==> src/rtl/gas_pump_dispenser_meter.sv <==
// gas_pump_dispenser_meter: plant-side model of the fuel valve and flow meter.
// Ramps the valve after fuel_in, meters volume in pulses, and raises
// pressureSensor (STOP) on tank_full or, optionally, a reached preset.
// Optional feature macro: GAS_DISPENSER_PRESET_EN (preset register and
// preset-reached STOP condition). Without it preset_value is ignored and
// preset_load only clears volume in IDLE.
module gas_pump_dispenser_meter #(
  parameter int unsigned VOL_W     = 12,
  parameter int unsigned PULSE_DIV = 4,
  parameter int unsigned RAMP      = 2
) (
  input  logic             clk,
  input  logic             reset,
  input  logic             fuel_in,
  input  logic             tank_full,
  input  logic             preset_load,
  input  logic [VOL_W-1:0] preset_value,
  output logic             pressureSensor,
  output logic             vol_pulse,
  output logic [VOL_W-1:0] volume,
  output logic [1:0]       State_out
);

  typedef enum logic [1:0] {
    S_IDLE = 2'd0,
    S_RAMP = 2'd1,
    S_FLOW = 2'd2,
    S_STOP = 2'd3
  } state_t;

  localparam int unsigned RW = (RAMP > 1) ? $clog2(RAMP) : 1;
  localparam int unsigned DW = $clog2(PULSE_DIV);
  localparam logic [RW-1:0]    RAMP_LAST = RW'(RAMP - 1);
  localparam logic [DW-1:0]    DIV_LAST  = DW'(PULSE_DIV - 1);
  localparam logic [VOL_W-1:0] VOL_MAX   = '1;

  state_t           state, state_nxt;
  logic [RW-1:0]    ramp_cnt, ramp_nxt;
  logic [DW-1:0]    div_cnt, div_nxt;
  logic [VOL_W-1:0] volume_q, volume_nxt;
  logic             pulse_q, pulse_nxt;
  logic             preset_hit;

`ifdef GAS_DISPENSER_PRESET_EN
  logic [VOL_W-1:0] preset_q;

  // Preset register: loaded only while idle, cleared by reset.
  always_ff @(posedge clk) begin
    if (reset) begin
      preset_q <= '0;
    end else if (state == S_IDLE && preset_load) begin
      preset_q <= preset_value;
    end
  end

  assign preset_hit = (preset_q != '0) && (volume_q == preset_q);
`else
  logic preset_unused;
  assign preset_unused = ^preset_value;
  assign preset_hit    = 1'b0;
`endif

  // State, counters and registered outputs.
  always_ff @(posedge clk) begin
    if (reset) begin
      state    <= S_IDLE;
      ramp_cnt <= '0;
      div_cnt  <= '0;
      volume_q <= '0;
      pulse_q  <= 1'b0;
    end else begin
      state    <= state_nxt;
      ramp_cnt <= ramp_nxt;
      div_cnt  <= div_nxt;
      volume_q <= volume_nxt;
      pulse_q  <= pulse_nxt;
    end
  end

  // Next-state and metering logic; fuel_in low always wins back to IDLE.
  always_comb begin
    state_nxt  = state;
    ramp_nxt   = ramp_cnt;
    div_nxt    = div_cnt;
    volume_nxt = volume_q;
    pulse_nxt  = 1'b0;
    case (state)
      S_IDLE: begin
        if (preset_load) begin
          volume_nxt = '0;
        end else if (fuel_in) begin
          state_nxt = S_RAMP;
          ramp_nxt  = '0;
        end
      end
      S_RAMP: begin
        if (!fuel_in) begin
          state_nxt = S_IDLE;
        end else if (ramp_cnt == RAMP_LAST) begin
          state_nxt = S_FLOW;
          div_nxt   = '0;
        end else begin
          ramp_nxt = ramp_cnt + 1'b1;
        end
      end
      S_FLOW: begin
        if (!fuel_in) begin
          state_nxt = S_IDLE;
        end else if (tank_full || preset_hit) begin
          state_nxt = S_STOP;
        end else if (div_cnt == DIV_LAST) begin
          div_nxt = '0;
          if (volume_q != VOL_MAX) begin
            volume_nxt = volume_q + 1'b1;
            pulse_nxt  = 1'b1;
          end
        end else begin
          div_nxt = div_cnt + 1'b1;
        end
      end
      S_STOP: begin
        if (!fuel_in) begin
          state_nxt = S_IDLE;
        end
      end
      default: state_nxt = S_IDLE;
    endcase
  end

  assign pressureSensor = (state == S_STOP);
  assign vol_pulse      = pulse_q;
  assign volume         = volume_q;
  assign State_out      = state;

endmodule

==> config.mk <==
export PLATFORM = sky130hd
export DESIGN_NAME = gas_pump_dispenser_meter
export DESIGN_NICKNAME = d
export VERILOG_FILES = /design/src/rtl/gas_pump_dispenser_meter.sv
export SDC_FILE = /design/constraint.sdc
export NUM_CORES = 1
export LEC_CHECK = 0
export ABC_AREA = 1
export ABC_CLOCK_PERIOD_IN_PS = 1400
export CAP_MARGIN = 10
export CELL_PAD_IN_SITES_DETAIL_PLACEMENT = 1
export CELL_PAD_IN_SITES_GLOBAL_PLACEMENT = 1
export CORE_MARGIN = 3
export CORE_UTILIZATION = 29
export DETAILED_ROUTE_END_ITERATION = 10
export PLACE_DENSITY = 0.81
export RECOVER_POWER = 25
export SYNTH_ARGS = -nofsm -noshare
export SYNTH_HDL_FRONTEND = slang
export SYNTH_SLANG_ARGS = --single-unit
==> constraint.sdc <==
create_clock -name clk -period 1.4 [get_ports clk]
set_input_delay 0.35 -clock clk [delete_from_list [all_inputs] [get_ports clk]]
set_output_delay 0.35 -clock clk [all_outputs]
set_load 0.05 [all_outputs]
==> impl_metrics.toml, run 1 <==
[status]
status = "finished, violations left"
violations = "negative setup slack"

[power]
powerDensity_mw_per_mm2 = 942
p_sw_share_pct = 39.9
p_leak_nw = 0.931
peakVddDrop_mv = 0.475
intPower_mw = 1.19
power_switching_mw = 0.791
seq_power_share_pct = 31.2
combinationalPowerShare_pct = 48.6
power_frac_clock_pct = 20.2

[placement]
place_area_mm2 = 0.00187
dp_hpwl_um = 3070
numPortBuffers = 20
dp.cells = 290
gp_congestion = 0.798

[yosys]
syn_avg_cell_area_um2 = 6.07
ys_warn_count = 0
synthTopCellsByArea = "dfxtp_1, nand2_1, nor2_1"
synth.distinct_cells = 23
syn_area_mm2 = 0.00118
synth-edff-count = 0
syn_nets = 213
synth_top_area_share_pct = 30.6
synth_top_area_cell = "dfxtp_1"
ys.flop_type = "dfxtp_1"
async_flop_share_pct = 0
synth_cells = 194
ys_seq_area_share_pct = 30.6
synth_seq_cells = 18

[cells_and_area]
fillCellCount = 475
diodes = 0
layout-drive-gt1-share_pct = 48.2
multi_input_area_um2 = 827
final_cells = 301
syn_to_final_growth_pct = 79.1
utilization_pct = 55.5
fin_area_mm2 = 0.00211
fin_nets = 273
regArea_um2 = 389

[sta]
period_share_pct = 104
rsz0062_at_grt = "yes"
maxSlewViolCount = 0
setup_viol = 10
tightest_slew_ps = 277
finalHoldViolCount = 0
finClkSkew_ps = 2.13
max_freq_mhz = 685
min_period_ps = 1460
maxSlewHeadroom_pct = 81.6
layout_setup_ws_ps = -58.8

[die]
fp-row-count = 22
fp.coreArea_mm2 = 0.00380
dieHeight_um = 69.7
die-area_mm2 = 0.00486
io_pins = 33
start_util_pct = 31.0
fp.dieW_um = 69.7

[critical_path]
path_class = "reg2reg"
crit_arrival_ps = 1620
end_kind = "register"
required_ps = 1560
critPathLaunchType = "register"
cp_max_fo = 5

[detailed_routing]
drcViolationCount = 0
finalWirelength_um = 4840
ant_nets = 0
viasPerCell = 4.97
drt_iter0_drc = 66
first_pass_iters = 4
wl_per_cell_um = 16.1
num_vias = 1497

[flow_run]
maxCapViolations = 0

[clock_network]
insertion_delay_ps = 260
clkSlewWorstSetupHoldPaths_ps = 70
numClockSinks = 18
cts_buffers = 3
clock_path_buffers = 2
cts_root_buf = "clkbuf_8"
cts_tree = "built"
hold_buffers = 0
htree_levels = 1

[worst_hold_path]
hold_class = "reg2reg"

[grt]
grt.overflow.total = 0
grt.total_usage_pct = 18.8
grt_max_degree = 11
grt_pass1_vias = 1680
grt_pass1_wl_um = 7560
antenna_found_initial = 0
-- sequential cells by signal (all words and copies together) (netlist names) --
| signal | cells |
|---|---|
| div_cnt | 2 |
| vol_pulse | 1 |
| volume | 12 |
| State_out | 2 |
| ramp_cnt | 1 |
-- routing by layer --
metal / wire [µm] / global-route usage, %
met1: 2110 / 21.9
met2: 2500 / 34.2
met3: 117 / 2.90
met4: 114 / 7.45
met5: 0 / 0
-- kinds of logic (layout without fill, tap and decap cells) --
group | count (synthesis) | in the layout | synth area share [%]
buffers and inverters | 35 | 94 | 13.1
AOI/OAI and AO/OA | 20 | 20 | 11.1
adders and majority gates | 2 | 2 | 2.13
DFF | 18 | 18 | 30.6
and+or+nand+nor | 119 | 119 | 43.1
-- what timing repair did --
action	in CTS	in global routing
buffers inserted	1	6
cloned	0	0
setup endpoints to repair	15	17
gates resized for setup	29	25
endpoints found under the hold margin	0	0
pin swaps	10	7
-- cells in the mapped netlist (2+ instances only) --
cell	number
nand4_1	2
o21bai_1	2
nand2_2	2
nor2_2	2
buf_6	2
nand2_1	54
nor3_1	3
ha_1	2
nor2_1	34
dfxtp_1	18
inv_1	27
nand3_1	21
inv_2	3
a21oi_1	6
o21ai_0	8
-- power by group through the flow --
stage               Sequential [mW]  Combinational (mW)  Clock [mW]
global route                  0.623                1.03       0.425
CTS                           0.616               0.873       0.406
global placement              0.622               0.781           0
floorplan                     0.732               0.341           0
detailed placement            0.625               0.809           0
finish                        0.619               0.965       0.401
-- layout by cell type (no fill, tap or decap), types with 3 or more instances in the layout --
cell,n
nand2_1,45
buf_4,34
nor2_1,28
inv_1,20
buf_12,15
nand3_1,12
dfxtp_2,11
inv_2,9
nand3_2,8
nand2_2,8
nor2_4,5
o21ai_0,5
dfxtp_4,4
a21oi_1,4
buf_6,4
nand2_4,3
o21ai_2,3
nor2_2,3
nor3_1,3
clkbuf_8,3
dfxtp_1,3
clkdlybuf4s50_1,3
-- through the flow --
| step | TNS (ps) | setup slack, ps | hold slack [ps] | power, mW |
|---|---|---|---|---|
| floorplan | -627 | -99.2 | 412 | 1.07 |
| detailed placement | -5350 | -397 | 466 | 1.43 |
| CTS | -108 | -25.8 | 476 | 1.89 |
| global route | -1390 | -142 | 514 | 2.08 |
| global placement | -4540 | -322 | 458 | 1.40 |
| finish | -278 | -58.8 | 478 | 1.99 |
-- critical path, cell delays in order, from the launching register on --
cell,delay (ps)
dfxtp_4,370
ha_4,150
nand2_4,60
nor2_4,130
nand3_4,110
nand2_4,110
nand2_4,70
buf_6,140
nand3_2,60
nand2_2,50
inv_2,60
nor2_4,30
-- final cells by class --
type	instances	share of cell area (%)
inverter	31	5.88
multi-input combinational	141	39.2
sequential	18	18.5
tap	48	2.85
clock buffer	4	2.14
timing repair buffer	59	31.5
-- path summary, 6_finish.rpt --
kind | start | to | slack [ps] | depth (start not counted)
min reg2reg | div_cnt[1]$_SDFFE_PP0P_ | div_cnt[1]$_SDFFE_PP0P_ | 480 | 2
min | div_cnt[1]$_SDFFE_PP0P_ | div_cnt[1]$_SDFFE_PP0P_ | 480 | 2
max | volume[0]$_SDFFE_PP0P_ | volume[9]$_SDFFE_PP0P_ | -60 | 11
max reg2reg | volume[0]$_SDFFE_PP0P_ | volume[9]$_SDFFE_PP0P_ | -60 | 11
No activity file was read; power rests on OpenSTA's default activity.
==> inputs of run 2 (changes only) <==
- ABC_CLOCK_PERIOD_IN_PS: 1400 -> 1350
- CORE_MARGIN: 3 -> 1
- CORE_UTILIZATION: 29 -> 32
- PLACE_DENSITY: 0.81 -> 0.84
- SKIP_CTS_REPAIR_TIMING: unset -> 1
- clock period: 1.4 -> 1.35 ns (I/O delays scaled with it)
==> run 2 against run 1 <==
The flow still finishes with violations (negative setup slack); critical path type unchanged; highest routed layer unchanged; largest power group unchanged; count of clock-buffer cells in the layout is the same; critical path depth shrank 1; flip-flop and latch count is the same; die area shrank 19%; design area grew 3.5%; total power grew 12%; utilization grew 7.9 points.
==> impl_metrics.toml, run 2 (synthesis gave the netlist of run 1 again) <==
[cells_and_area]
layout_commonest_cell = "nand2_1"
fillCellCount = 418
syn_to_final_growth_pct = 85.3
fin_nets = 281
layout-drive-gt1-share_pct = 48.3
largest_reg_flops = 12
diodes = 0
fin_area_mm2 = 0.00218
most-common-layout-cells = "nand2_1, buf_4, nor2_1"
final_cells = 307

[clock_network]
clkSlewWorstSetupHoldPaths_ps = 80
cts_buffers = 3
cts_root_buf = "clkbuf_8"
insertion_delay_ps = 270
cts_tree = "built"
clock_path_buffers = 2
numClockSinks = 18
htree_levels = 1

[critical_path]
cp_slowest_stage_delay_ps = 350
path_depth = 10
crit_arrival_ps = 1720
cp_cell_sequence = "nand2_1, nor2_2, nand3_2, nand2_4, nand2_4, buf_12, nand3_2, nand2_1, inv_1, nor2_2"
required_ps = 1520
path_class = "reg2reg"
critPathLaunchType = "register"
path_delay_family = "simple AND/OR/NAND/NOR gates"
crit_slowest_cell = "dfxtp_2"
cp_max_fo = 12
rr_worst_depth = 10
cp_num_buf_inv = 2
end_kind = "register"

[detailed_routing]
viasPerCell = 5.31
num_vias = 1630
drt_iter0_drc = 96
ant_nets = 0
first_pass_iters = 4
drcViolationCount = 0
finalWirelength_um = 6430
wl_per_cell_um = 20.9

[sta]
finalHoldViolCount = 0
finClkSkew_ps = 2.84
max_freq_mhz = 645
fin_setup_tns_ps = -1810
tightest_slew_ps = 268
maxSlewViolCount = 0
rsz0062_at_grt = "yes"
period_share_pct = 115
setup_viol = 18
min_period_ps = 1550
layout_setup_ws_ps = -200
maxSlewHeadroom_pct = 82.0

[power]
powerDensity_mw_per_mm2 = 1020
peakVddDrop_mv = 0.517
p_leak_nw = 1.01
finalPower_mw = 2.22

[die]
die-area_mm2 = 0.00393
io_pins = 33
fp.dieW_um = 62.7
fp-row-count = 21
fp.coreArea_mm2 = 0.00344
dieHeight_um = 62.7
start_util_pct = 34.2

[status]
status = "finished, violations left"
violations = "negative setup slack"

[grt]
use_met2_pct = 51.8
antenna_found_initial = 0
grt.overflow.total = 0
grt_use_met3_pct = 2.92
grt.total_usage_pct = 27.3
grt_pass1_vias = 1651
grt_max_degree = 13
met1_usage_pct = 30.5
grt_pass1_wl_um = 8210
top_usage_layer = "met2"

[worst_hold_path]
min_path_cells = 2
hold_class = "reg2reg"

[flow_run]
maxCapViolations = 0

[placement]
dp_hpwl_um = 3370
dp.cells = 293
numPortBuffers = 20
gp_congestion = 0.763
place_area_mm2 = 0.00193
## run 2: cell count changes in the layout (fill, tap and decap cells not counted), sizes merged
| cell | change |
|---|---|
| buf | +8 |
| clkdlybuf4s50 | -1 |
| dlymetal6s2s | +1 |
## run 2: per-stage QoR
step	util (%)	worst slack, ps	hold slack, ps
after floorplan	-	-149	399
after global placement	56.1	-368	459
after detailed placement	56.1	-483	494
after CTS	57.7	-281	508
after global routing	63.4	-266	535
final	63.4	-200	517
## run 2: layout make-up
type / instances / area, µm² / share of cell area [%]
Timing Repair Buffer: 67 / 743 / 34.1
Tap cell: 46 / 57.6 / 2.64
Sequential cell: 18 / 390 / 17.9
Multi-Input combinational cell: 141 / 810 / 37.1
Inverter: 31 / 126 / 5.79
Clock buffer: 4 / 55.1 / 2.52
## run 2: final timing paths
check                               start                      end  slack (ps)
setup reg to reg   volume[6]$_SDFFE_PP0P_   volume[5]$_SDFFE_PP0P_        -200
setup / recovery   volume[6]$_SDFFE_PP0P_   volume[5]$_SDFFE_PP0P_        -200
hold / removal    div_cnt[1]$_SDFFE_PP0P_  div_cnt[1]$_SDFFE_PP0P_         520
hold reg to reg   div_cnt[1]$_SDFFE_PP0P_  div_cnt[1]$_SDFFE_PP0P_         520
## run 2: power by group
| part | leakage, nW | switching (mW) | internal [mW] |
|---|---|---|---|
| sequential | 0.155 | 0.0531 | 0.582 |
| clock | 0.0288 | 0.225 | 0.261 |
| combinational | 0.827 | 0.622 | 0.477 |
## run 2: per-layer routing
metal	vias up	wire length, µm
met2	76	3240
met4	0	250
met5	-	0
met1	802	2640
met3	18	299
li1	734	-
## run 2: tightest hold or removal path, stage by stage (launching register included)
cell     delay, ps
dfxtp_2        330
nand2_1         90
a21oi_2         60
==> inputs of run 3 (changes only) <==
- PLACE_DENSITY: 0.84 -> unset
- PLACE_DENSITY_LB_ADDON: unset -> 0.1
==> run 3 against run 2 <==
Setup slack improved by 79 ps; sequential share of layout area increased by 0.34 points; highest routed layer unchanged; combinational power down 7%; non-clock buffer count shrank 7; largest power group unchanged; the flow still finishes with violations (negative setup slack); via count fell by 9.1%.
==> impl_metrics.toml, run 3 (synthesis gave the netlist of run 1 again) <==
[status]
status = "finished, violations left"
violations = "negative setup slack"

[grt]
top_usage_layer = "met2"
grt_use_met3_pct = 4.74
grt_pass1_wl_um = 7150
grt.overflow.total = 0
grt_max_degree = 14
grt.total_usage_pct = 23.0
use_met2_pct = 39.7
antenna_found_initial = 0
grt_pass1_vias = 1491
met1_usage_pct = 28.6

[clock_network]
cts_tree = "built"
cts_root_buf = "clkbuf_8"
clock_path_buffers = 2
numClockSinks = 18
cts_buffers = 3
htree_levels = 1
clkSlewWorstSetupHoldPaths_ps = 70
insertion_delay_ps = 260

[sta]
max_freq_mhz = 680
finClkSkew_ps = 7.49
whs_ps = 474
rsz0062_at_grt = "yes"
fin_setup_tns_ps = -731
maxSlewHeadroom_pct = 81.3
min_period_ps = 1470
tightest_slew_ps = 282
finalHoldViolCount = 0
maxSlewViolCount = 0
period_share_pct = 109
setup_viol = 12
layout_setup_ws_ps = -121

[critical_path]
crit_arrival_ps = 1620
r2r-start = "volume[0]$_SDFFE_PP0P_"
required_ps = 1500
cp_max_fo = 6
path_class = "reg2reg"
ff2ff_setup_slack_ps = -120
r2r_end = "volume[7]$_SDFFE_PP0P_"
end_kind = "register"
rr_worst_depth = 11
critPathLaunchType = "register"

[detailed_routing]
finalWirelength_um = 5030
wl_per_cell_um = 16.8
num_vias = 1482
drt_iter0_drc = 50
drcViolationCount = 0
ant_nets = 0
viasPerCell = 4.94
first_pass_iters = 4

[cells_and_area]
syn_to_final_growth_pct = 81.3
layout-drive-gt1-share_pct = 48.0
multi_input_area_um2 = 821
diodes = 0
regArea_um2 = 389
fillCellCount = 434
fin_nets = 274
layout_commonest_cell = "nand2_1"
largest_reg_flops = 12
most-common-layout-cells = "nand2_1, buf_4, nor2_1"

[die]
fp-row-count = 21
fp.coreArea_mm2 = 0.00344
start_util_pct = 34.2
dieHeight_um = 62.7
io_pins = 33
fp.dieW_um = 62.7
die-area_mm2 = 0.00393

[worst_hold_path]
whs_endpoint = "div_cnt[1]$_SDFFE_PP0P_"
hold_class = "reg2reg"
min_from = "div_cnt[1]$_SDFFE_PP0P_"
min_path_cells = 2

[placement]
gp_congestion = 0.802
dp_hpwl_um = 3210
numPortBuffers = 20

[power]
peakVddDrop_mv = 0.739
finalPower_mw = 2.05
powerDensity_mw_per_mm2 = 961
p_leak_nw = 0.953

[flow_run]
maxCapViolations = 0
[run 3: changes by cell type in the layout (fill, tap and decap cells not counted), moves of 2 or more]
cell | previous run | this run
buf_4 | 41 | 35
nand2_2 | 3 | 6
o21ai_1 | 5 | 2
buf_6 | 4 | 2
inv_2 | 7 | 9
nand2_4 | 5 | 3
o21ai_2 | 1 | 3
[run 3: layer usage]
| metal | up-vias | wire [µm] |
|---|---|---|
| met5 | - | 0 |
| met4 | 0 | 29 |
| met3 | 4 | 108 |
| met2 | 24 | 2670 |
| met1 | 731 | 2230 |
| li1 | 723 | - |
[run 3: worst max-delay path: stages, from the launching register on]
cell and delay, ps:
dfxtp_4 370, ha_4 150, nand2_4 60, nor2_4 100, nand3_2 110, nand2_4 110
nand2_4 80, clkbuf_16 160, nand3_2 60, nand2_1 70, inv_1 70, nor2_2 30
[run 3: area by class of cell]
cell class | instances | area share [%]
inverter | 31 | 5.80
sequential | 18 | 18.2
timing repair buffer | 60 | 32.7
multi-input combinational | 141 | 38.5
tap | 46 | 2.70
clock buffer | 4 | 2.11
[run 3: how the worst max path moves through the flow]
stage | slack [ps] | from | to | cells after the start
6_report | -120 | volume[0]$_SDFFE_PP0P_ | volume[7]$_SDFFE_PP0P_ | 11
3_5_place_dp | -420 | fuel_in | volume[0]$_SDFFE_PP0P_ | 8
3_3_place_gp | -330 | fuel_in | volume[0]$_SDFFE_PP0P_ | 8
2_1_floorplan | -150 | volume[1]$_SDFFE_PP0P_ | volume[8]$_SDFFE_PP0P_ | 11
4_1_cts | -190 | fuel_in | volume[0]$_SDFFE_PP0P_ | 8
5_1_grt | -160 | volume[0]$_SDFFE_PP0P_ | volume[7]$_SDFFE_PP0P_ | 11
[run 3: metrics by stage]
step	instances	worst slack [ps]	area, µm²	util (%)
floorplan	194	-149	1240	-
global placement	292	-331	1920	55.9
detailed placement	292	-425	1920	55.9
CTS	296	-185	1970	57.2
global route	300	-162	2130	62.0
finish	300	-121	2130	62.0
[run 3: where the power goes]
group          internal (mW)  total [mW]  switching, mW
Combinational          0.452        1.02          0.564
Sequential             0.582       0.635         0.0526
Clock                  0.210       0.401          0.191
Total                   1.24        2.05          0.808
